### config.mk
export PLATFORM = sky130hd
export DESIGN_NAME = key_entry_buf_flat
export DESIGN_NICKNAME = d
export VERILOG_FILES = /design/src/rtl/key_entry_if.sv /design/src/rtl/key_entry_buf.sv /design/src/flat_wrapper.sv
export SDC_FILE = /design/constraint.sdc
export NUM_CORES = 1
export LEC_CHECK = 0
export ABC_AREA = 1
export BUFFER_PORTS_ARGS = -buffer_cell sky130_fd_sc_hd__buf_2
export CORE_UTILIZATION = 55
export CTS_CLUSTER_SIZE = 16
export DETAILED_ROUTE_END_ITERATION = 12
export HOLD_SLACK_MARGIN = 0.03
export PLACE_DENSITY = 0.87
export SYNTH_ARGS = -nofsm -noshare
export SYNTH_HDL_FRONTEND = slang
export SYNTH_SLANG_ARGS = --single-unit
### constraint.sdc
create_clock -name IN_clk -period 3.3 [get_ports IN_clk]
set_input_delay 0.165 -clock IN_clk [delete_from_list [all_inputs] [get_ports IN_clk]]
set_output_delay 0.165 -clock IN_clk [all_outputs]
set_load 0.02 [all_outputs]
### src/rtl/key_entry_if.sv
// Keypad-side bundle for key_entry_buf.
// master: the keypad scanner and the consumer that drive the key and acknowledge inputs.
// slave:  the entry buffer that produces the buffered digits and status outputs.
interface key_entry_if #(
  parameter int MAX_DIGITS  = 16,
  parameter int SHOW_DIGITS = 4
);
  localparam int NW = $clog2(MAX_DIGITS + 1);
  localparam int OW = $clog2(SHOW_DIGITS + 1);

  logic                     IN_key;
  logic [3:0]               IN_value;
  logic                     IN_shank_hand;
  logic [4*MAX_DIGITS-1:0]  OUT_value;
  logic [NW-1:0]            OUT_number;
  logic                     OUT_finish;
  logic                     OUT_full;
  logic                     OUT_error;
  logic [OW-1:0]            OUT_off_number;
  logic [4*SHOW_DIGITS-1:0] OUT_show_value;

  modport master (
    output IN_key, IN_value, IN_shank_hand,
    input  OUT_value, OUT_number, OUT_finish, OUT_full, OUT_error,
           OUT_off_number, OUT_show_value
  );

  modport slave (
    input  IN_key, IN_value, IN_shank_hand,
    output OUT_value, OUT_number, OUT_finish, OUT_full, OUT_error,
           OUT_off_number, OUT_show_value
  );
endinterface

### src/rtl/key_entry_buf.sv
// Keypad entry buffer: collects BCD digits from a keypad scanner, supports
// backspace, clear-all and enter, and holds a finished entry frozen until the
// consumer acknowledges it. One action per rising edge of the key-valid level.
module key_entry_buf #(
  parameter int MAX_DIGITS   = 16,
  parameter int SHOW_DIGITS  = 4,
  parameter int CLEAR_ON_ACK = 0
) (
  input  logic        IN_clk,
  input  logic        IN_reset,
  key_entry_if.slave  bus
);
  localparam int NW = $clog2(MAX_DIGITS + 1);
  localparam int OW = $clog2(SHOW_DIGITS + 1);
  localparam int VW = 4 * MAX_DIGITS;
  localparam logic [NW-1:0] MAX_N  = NW'(MAX_DIGITS);
  localparam logic [NW-1:0] SHOW_N = NW'(SHOW_DIGITS);

  logic [VW-1:0] value_q, value_d;
  logic [NW-1:0] number_q, number_d;
  logic          finish_q, finish_d;
  logic          error_q, error_d;
  logic          key_prev_q, key_prev_d;
  logic          key_edge_s;
  logic [VW-1:0] digit_ext_s;
  logic [OW-1:0] off_number_s;

  // Next-state decode: one action per key rising edge, frozen while an entry is pending.
  always_comb begin
    key_edge_s     = bus.IN_key & ~key_prev_q;
    digit_ext_s    = '0;
    digit_ext_s[3:0] = bus.IN_value;
    value_d        = value_q;
    number_d       = number_q;
    finish_d       = finish_q;
    error_d        = 1'b0;
    key_prev_d     = bus.IN_key;
    if (finish_q) begin
      // Acknowledge is judged on the pre-edge finish flag, so a key arriving
      // in the same cycle is still rejected.
      if (bus.IN_shank_hand) begin
        finish_d = 1'b0;
        if (CLEAR_ON_ACK != 0) begin
          value_d  = '0;
          number_d = '0;
        end else begin
          value_d  = value_q;
        end
      end else begin
        finish_d = 1'b1;
      end
      if (key_edge_s) begin
        error_d = 1'b1;
      end else begin
        error_d = 1'b0;
      end
    end else if (key_edge_s) begin
      case (bus.IN_value)
        4'h0, 4'h1, 4'h2, 4'h3, 4'h4,
        4'h5, 4'h6, 4'h7, 4'h8, 4'h9: begin
          if (number_q < MAX_N) begin
            value_d  = (value_q << 4) | digit_ext_s;
            number_d = number_q + NW'(1);
          end else begin
            error_d = 1'b1;
          end
        end
        4'hD: begin
          value_d  = '0;
          number_d = '0;
        end
        4'hE: begin
          if (number_q != '0) begin
            value_d  = value_q >> 4;
            number_d = number_q - NW'(1);
          end else begin
            error_d = 1'b1;
          end
        end
        4'hF: begin
          if (number_q != '0) begin
            finish_d = 1'b1;
          end else begin
            error_d = 1'b1;
          end
        end
        default: begin
          error_d = 1'b0;
        end
      endcase
    end else begin
      error_d = 1'b0;
    end
  end

  // State registers; edge detector resets high so a key held through reset is not taken.
  always_ff @(posedge IN_clk or negedge IN_reset) begin
    if (!IN_reset) begin
      value_q    <= '0;
      number_q   <= '0;
      finish_q   <= 1'b0;
      error_q    <= 1'b0;
      key_prev_q <= 1'b1;
    end else begin
      value_q    <= value_d;
      number_q   <= number_d;
      finish_q   <= finish_d;
      error_q    <= error_d;
      key_prev_q <= key_prev_d;
    end
  end

  // Count of display positions left blank when fewer digits than the display width are held.
  always_comb begin
    if (number_q < SHOW_N) begin
      off_number_s = OW'(SHOW_N - number_q);
    end else begin
      off_number_s = '0;
    end
  end

  assign bus.OUT_value      = value_q;
  assign bus.OUT_number     = number_q;
  assign bus.OUT_finish     = finish_q;
  assign bus.OUT_error      = error_q;
  assign bus.OUT_full       = (number_q == MAX_N);
  assign bus.OUT_off_number = off_number_s;
  assign bus.OUT_show_value = value_q[4*SHOW_DIGITS-1:0];
endmodule

### src/flat_wrapper.sv
// flat-port wrapper written by rule: the top's interface ports become plain ports
module key_entry_buf_flat 
#(
  parameter int MAX_DIGITS   = 16,
  parameter int SHOW_DIGITS  = 4,
  parameter int CLEAR_ON_ACK = 0
)
  (IN_clk, IN_reset, bus_IN_key, bus_IN_value, bus_IN_shank_hand, bus_OUT_value, bus_OUT_number, bus_OUT_finish, bus_OUT_full, bus_OUT_error, bus_OUT_off_number, bus_OUT_show_value);
  key_entry_if #(.MAX_DIGITS(MAX_DIGITS), .SHOW_DIGITS(SHOW_DIGITS)) bus_i ();
  input  logic IN_clk;
  input  logic IN_reset;
  input wire logic [$bits(bus_i.IN_key)-1:0] bus_IN_key;
  input wire logic [$bits(bus_i.IN_value)-1:0] bus_IN_value;
  input wire logic [$bits(bus_i.IN_shank_hand)-1:0] bus_IN_shank_hand;
  output wire logic [$bits(bus_i.OUT_value)-1:0] bus_OUT_value;
  output wire logic [$bits(bus_i.OUT_number)-1:0] bus_OUT_number;
  output wire logic [$bits(bus_i.OUT_finish)-1:0] bus_OUT_finish;
  output wire logic [$bits(bus_i.OUT_full)-1:0] bus_OUT_full;
  output wire logic [$bits(bus_i.OUT_error)-1:0] bus_OUT_error;
  output wire logic [$bits(bus_i.OUT_off_number)-1:0] bus_OUT_off_number;
  output wire logic [$bits(bus_i.OUT_show_value)-1:0] bus_OUT_show_value;
  assign bus_i.IN_key = bus_IN_key;
  assign bus_i.IN_value = bus_IN_value;
  assign bus_i.IN_shank_hand = bus_IN_shank_hand;
  assign bus_OUT_value = bus_i.OUT_value;
  assign bus_OUT_number = bus_i.OUT_number;
  assign bus_OUT_finish = bus_i.OUT_finish;
  assign bus_OUT_full = bus_i.OUT_full;
  assign bus_OUT_error = bus_i.OUT_error;
  assign bus_OUT_off_number = bus_i.OUT_off_number;
  assign bus_OUT_show_value = bus_i.OUT_show_value;
  key_entry_buf #(.MAX_DIGITS(MAX_DIGITS), .SHOW_DIGITS(SHOW_DIGITS), .CLEAR_ON_ACK(CLEAR_ON_ACK)) u_core (.IN_clk(IN_clk), .IN_reset(IN_reset), .bus(bus_i));
endmodule
==> impl_results.md <==
* Yosys cell types at 26
* Clock transition at the registers of the reported paths at 70 ps
* Die footprint at 7560 sq um
* Register area share after synthesis at 0.454
* Max stage delay on crit path at 620 ps
* First-pass iteration count of the detailed router at 5
* Final hold slack at 156 ps
* Vias in the first global route at 3,195
* Synthesized netlist cell count at 512
* R2r setup slk at 1160 ps
* Async set-or-reset flop fraction in the synthesized netlist at 1.00
* Fin cells at 686
* DP Wirelength at 6.08 mm
* Worst-path cell chain: inv_1 -> ha_1 -> inv_1 -> nor2_4 -> nand2_1 -> nand2_1 -> nor2_4 -> buf_4 -> nand2_1 -> o21ai_2
* GRT Overall Usage at 0.244
* Fin nets at 598
* Die W at 87.0 microns
* Synth top cells by count: nand2_1 (155), dfrtp_1 (71), inv_1 (69)
* Outcome: finished clean
* Peak Freq at 467 MHz
* Vias/cell at 5.24
* Max-slew headroom at 0.472
* Max VDD drop at 0.000528 V
* Power Dens Cells at 1040 nW/um^2
* Final Hold Fails at 0
* Layout area overhead at 14.3%
* Syn Nets at 525
* Critical path's slowest cell: buf_4
* Largest fanout on the critical path at 82
* Via count at 3,594
* Syn avg cell area at 7.76 sq um
* Cell mode on critical path: nand2_1
* GRT Max-Usage Layer: met2
* Port Buffers at 98
* FF+latch count, synth at 72
* Worst Setup End Kind: flip-flop
* Worst setup path end: u_core.bus.OUT_value[33]
* Synth Cell Area at 3970 sq um
* Clock Tree Buf Depth at 2
* Post-synth top area share at 0.447
* Clock latency on the worst-skew pair at 330 ps
* DRC viols at 0
* Yosys warning count at 0
* Core ar. at 6870 sq um
* CTS Root Cell: clkbuf_8
* RSZ-0062 raised after global routing: false
* Initial antenna violation count at 0
* Clock Skews at 8.80 ps
* Launch point of the worst reg-to-reg path: u_core.bus.OUT_number[0]
* R2R cell count at 10
* Cells after DPL at 667
* Largest net degree at the start of global routing at 83
* Antenna-violating nets left at 0
* Final Cycle Share at 0.649
* # IOs at 99
* Area leader, netlist: dfrtp_1
* Filler cells at 610
* TritonCTS buffer count at 9
* Setup TNS at 0 ps
* LEAKAGE at 2.33 nW
* Post-synth EDFFs at 0
* Initial Utilization at 0.578
* Layout cells sized above 1 at 0.256
* ANT cells at 0
* H-tree levels at 3
* Critical path class: flip-flop to flip-flop
* Die H at 87.0 microns
* Global Route met3 Usage at 0.0408
* DR iter-0 viols at 181
* First-pass GRT wire length at 14.7 mm
* CP startpoint: u_core.bus.OUT_number[0]
* Fin. max-slew vios at 0
* Top_reg_cell synth: dfrtp_1
* Detailed Route WL at 8.94 mm
* Hold crit path type: primary input to flip-flop
* Arrival @ worst endpoint at 2390 ps
* CP Launch Type: flip-flop
* Post-CTS sizing at 0
* DR WL/cell at 13.0 microns
* Max Cap Violations at 0
* GR Layer Usage met1 at 0.329
* Final setup fails at 0
* Worst slew pin tran at 792 ps
* Register area at 1800 sq um
* Rows at 30
* Synth top area cells: dfrtp_1 (45%), nand2_1 (15%), o21ai_0 (7.6%)
* Reg2reg end: u_core.bus.OUT_value[33]
* Post-layout minimum cycle time at 2140 ps
* Footprint of the multi-input gates at 1580 sq um
* Most frequent cell after synthesis: nand2_1
* Clock Sinks at 72
* GR Layer Usage met2 at 0.397
* Worst EP required at 3550 ps
* Gr ovfl total at 0
* RD Place Congestion at 0.807
* Clock tree from TritonCTS: built
[layer usage]
metal,up-vias,share of wire
met5,-,0
met4,0,0.014
met3,14,0.063
met2,138,0.48
met1,1702,0.44
li1,1740,-
[how the worst min path moves through the flow]
stage / to / depth (start not counted) / from
4_1_cts: u_core.bus.OUT_error / 3 / bus_IN_value[1]
3_5_place_dp: u_core.bus.OUT_value[14] / 1 / IN_reset
3_3_place_gp: u_core.bus.OUT_value[14] / 1 / IN_reset
2_1_floorplan: u_core.bus.OUT_error / 0 / IN_reset
5_1_grt: u_core.bus.OUT_error / 3 / bus_IN_value[1]
6_report: u_core.bus.OUT_error / 3 / bus_IN_value[1]
[state kept, by name (all words and copies together) (netlist names)]
signal,count
u_core.bus.OUT_error,1
u_core.key_prev_q,1
u_core.bus.OUT_value,64
u_core.bus.OUT_finish,1
u_core.bus.OUT_number,5
[cells by family (layout without fill, tap and decap cells)]
family / count (synthesis) / count (layout) / share of synthesized area
and+or+nand+nor: 192 / 192 / 0.195
adders and majority gates: 5 / 5 / 0.0176
AOI/OAI and AO/OA: 127 / 127 / 0.184
buffers and inverters: 116 / 194 / 0.149
DFF: 72 / 72 / 0.454
[power breakdown]
group	total [mW]	internal, mW	switching (mW)
sequential	1.69	1.30	0.388
clock	0.755	0.447	0.308
combinational	2.29	0.770	1.52
[cell type report]
| type | instances | share of cell area |
|---|---|---|
| timing repair buffer | 106 | 0.123 |
| tap | 96 | 0.0265 |
| inverter | 72 | 0.0595 |
| multi-input combinational | 324 | 0.347 |
| sequential | 72 | 0.397 |
| clock inverter | 3 | 0.0143 |
| clock buffer | 13 | 0.0328 |
[worst max-delay path: cells and delay by family, from the launching register on]
| kind | cells | cell delay [ps] |
|---|---|---|
| AO/OA/AOI/OAI | 1 | 100 |
| adder cells (fa/ha/maj) | 1 | 220 |
| buffers and inverters | 3 | 850 |
| flip-flops | 1 | 420 |
| AND/OR/NAND/NOR | 5 | 430 |
[through the flow]
stage,instance area (sq um),setup slack (ps),power (mW),util
after floorplan,3970,1550,3.31,-
after global placement,4300,1050,3.91,0.626
after detailed placement,4300,957,3.98,0.626
after CTS,4540,1180,4.76,0.661
after global routing,4540,945,5.07,0.661
final,4540,1160,4.73,0.661
[placed cells by master, fill, tap and decap left out]
cell type / n
o21ai_0: 60
a31oi_1: 2
nor2_4: 2
nand4_1: 1
nor2_1: 15
nand3_2: 1
or2_2: 1
inv_2: 3
dlygate4sd3_1: 3
fa_1: 1
bufinv_16: 2
clkbuf_8: 10
dfrtp_1: 71
buf_2: 98
o21ai_2: 24
nand2_1: 155
nand3_1: 13
a21oi_1: 3
dfstp_2: 1
inv_1: 69
o22ai_1: 2
nand3b_1: 1
clkinv_2: 1
nand2_2: 3
o21ai_1: 36
ha_1: 4
buf_4: 5
clkbuf_1: 3
[what timing repair did]
action / in CTS / in global routing
hold buffers: 3 / 0
endpoints found under the setup margin: 0 / 0
hold endpoints to repair: 23 / 0
setup buffers: 0 / 0
No activity file was read; power rests on OpenSTA's default activity.
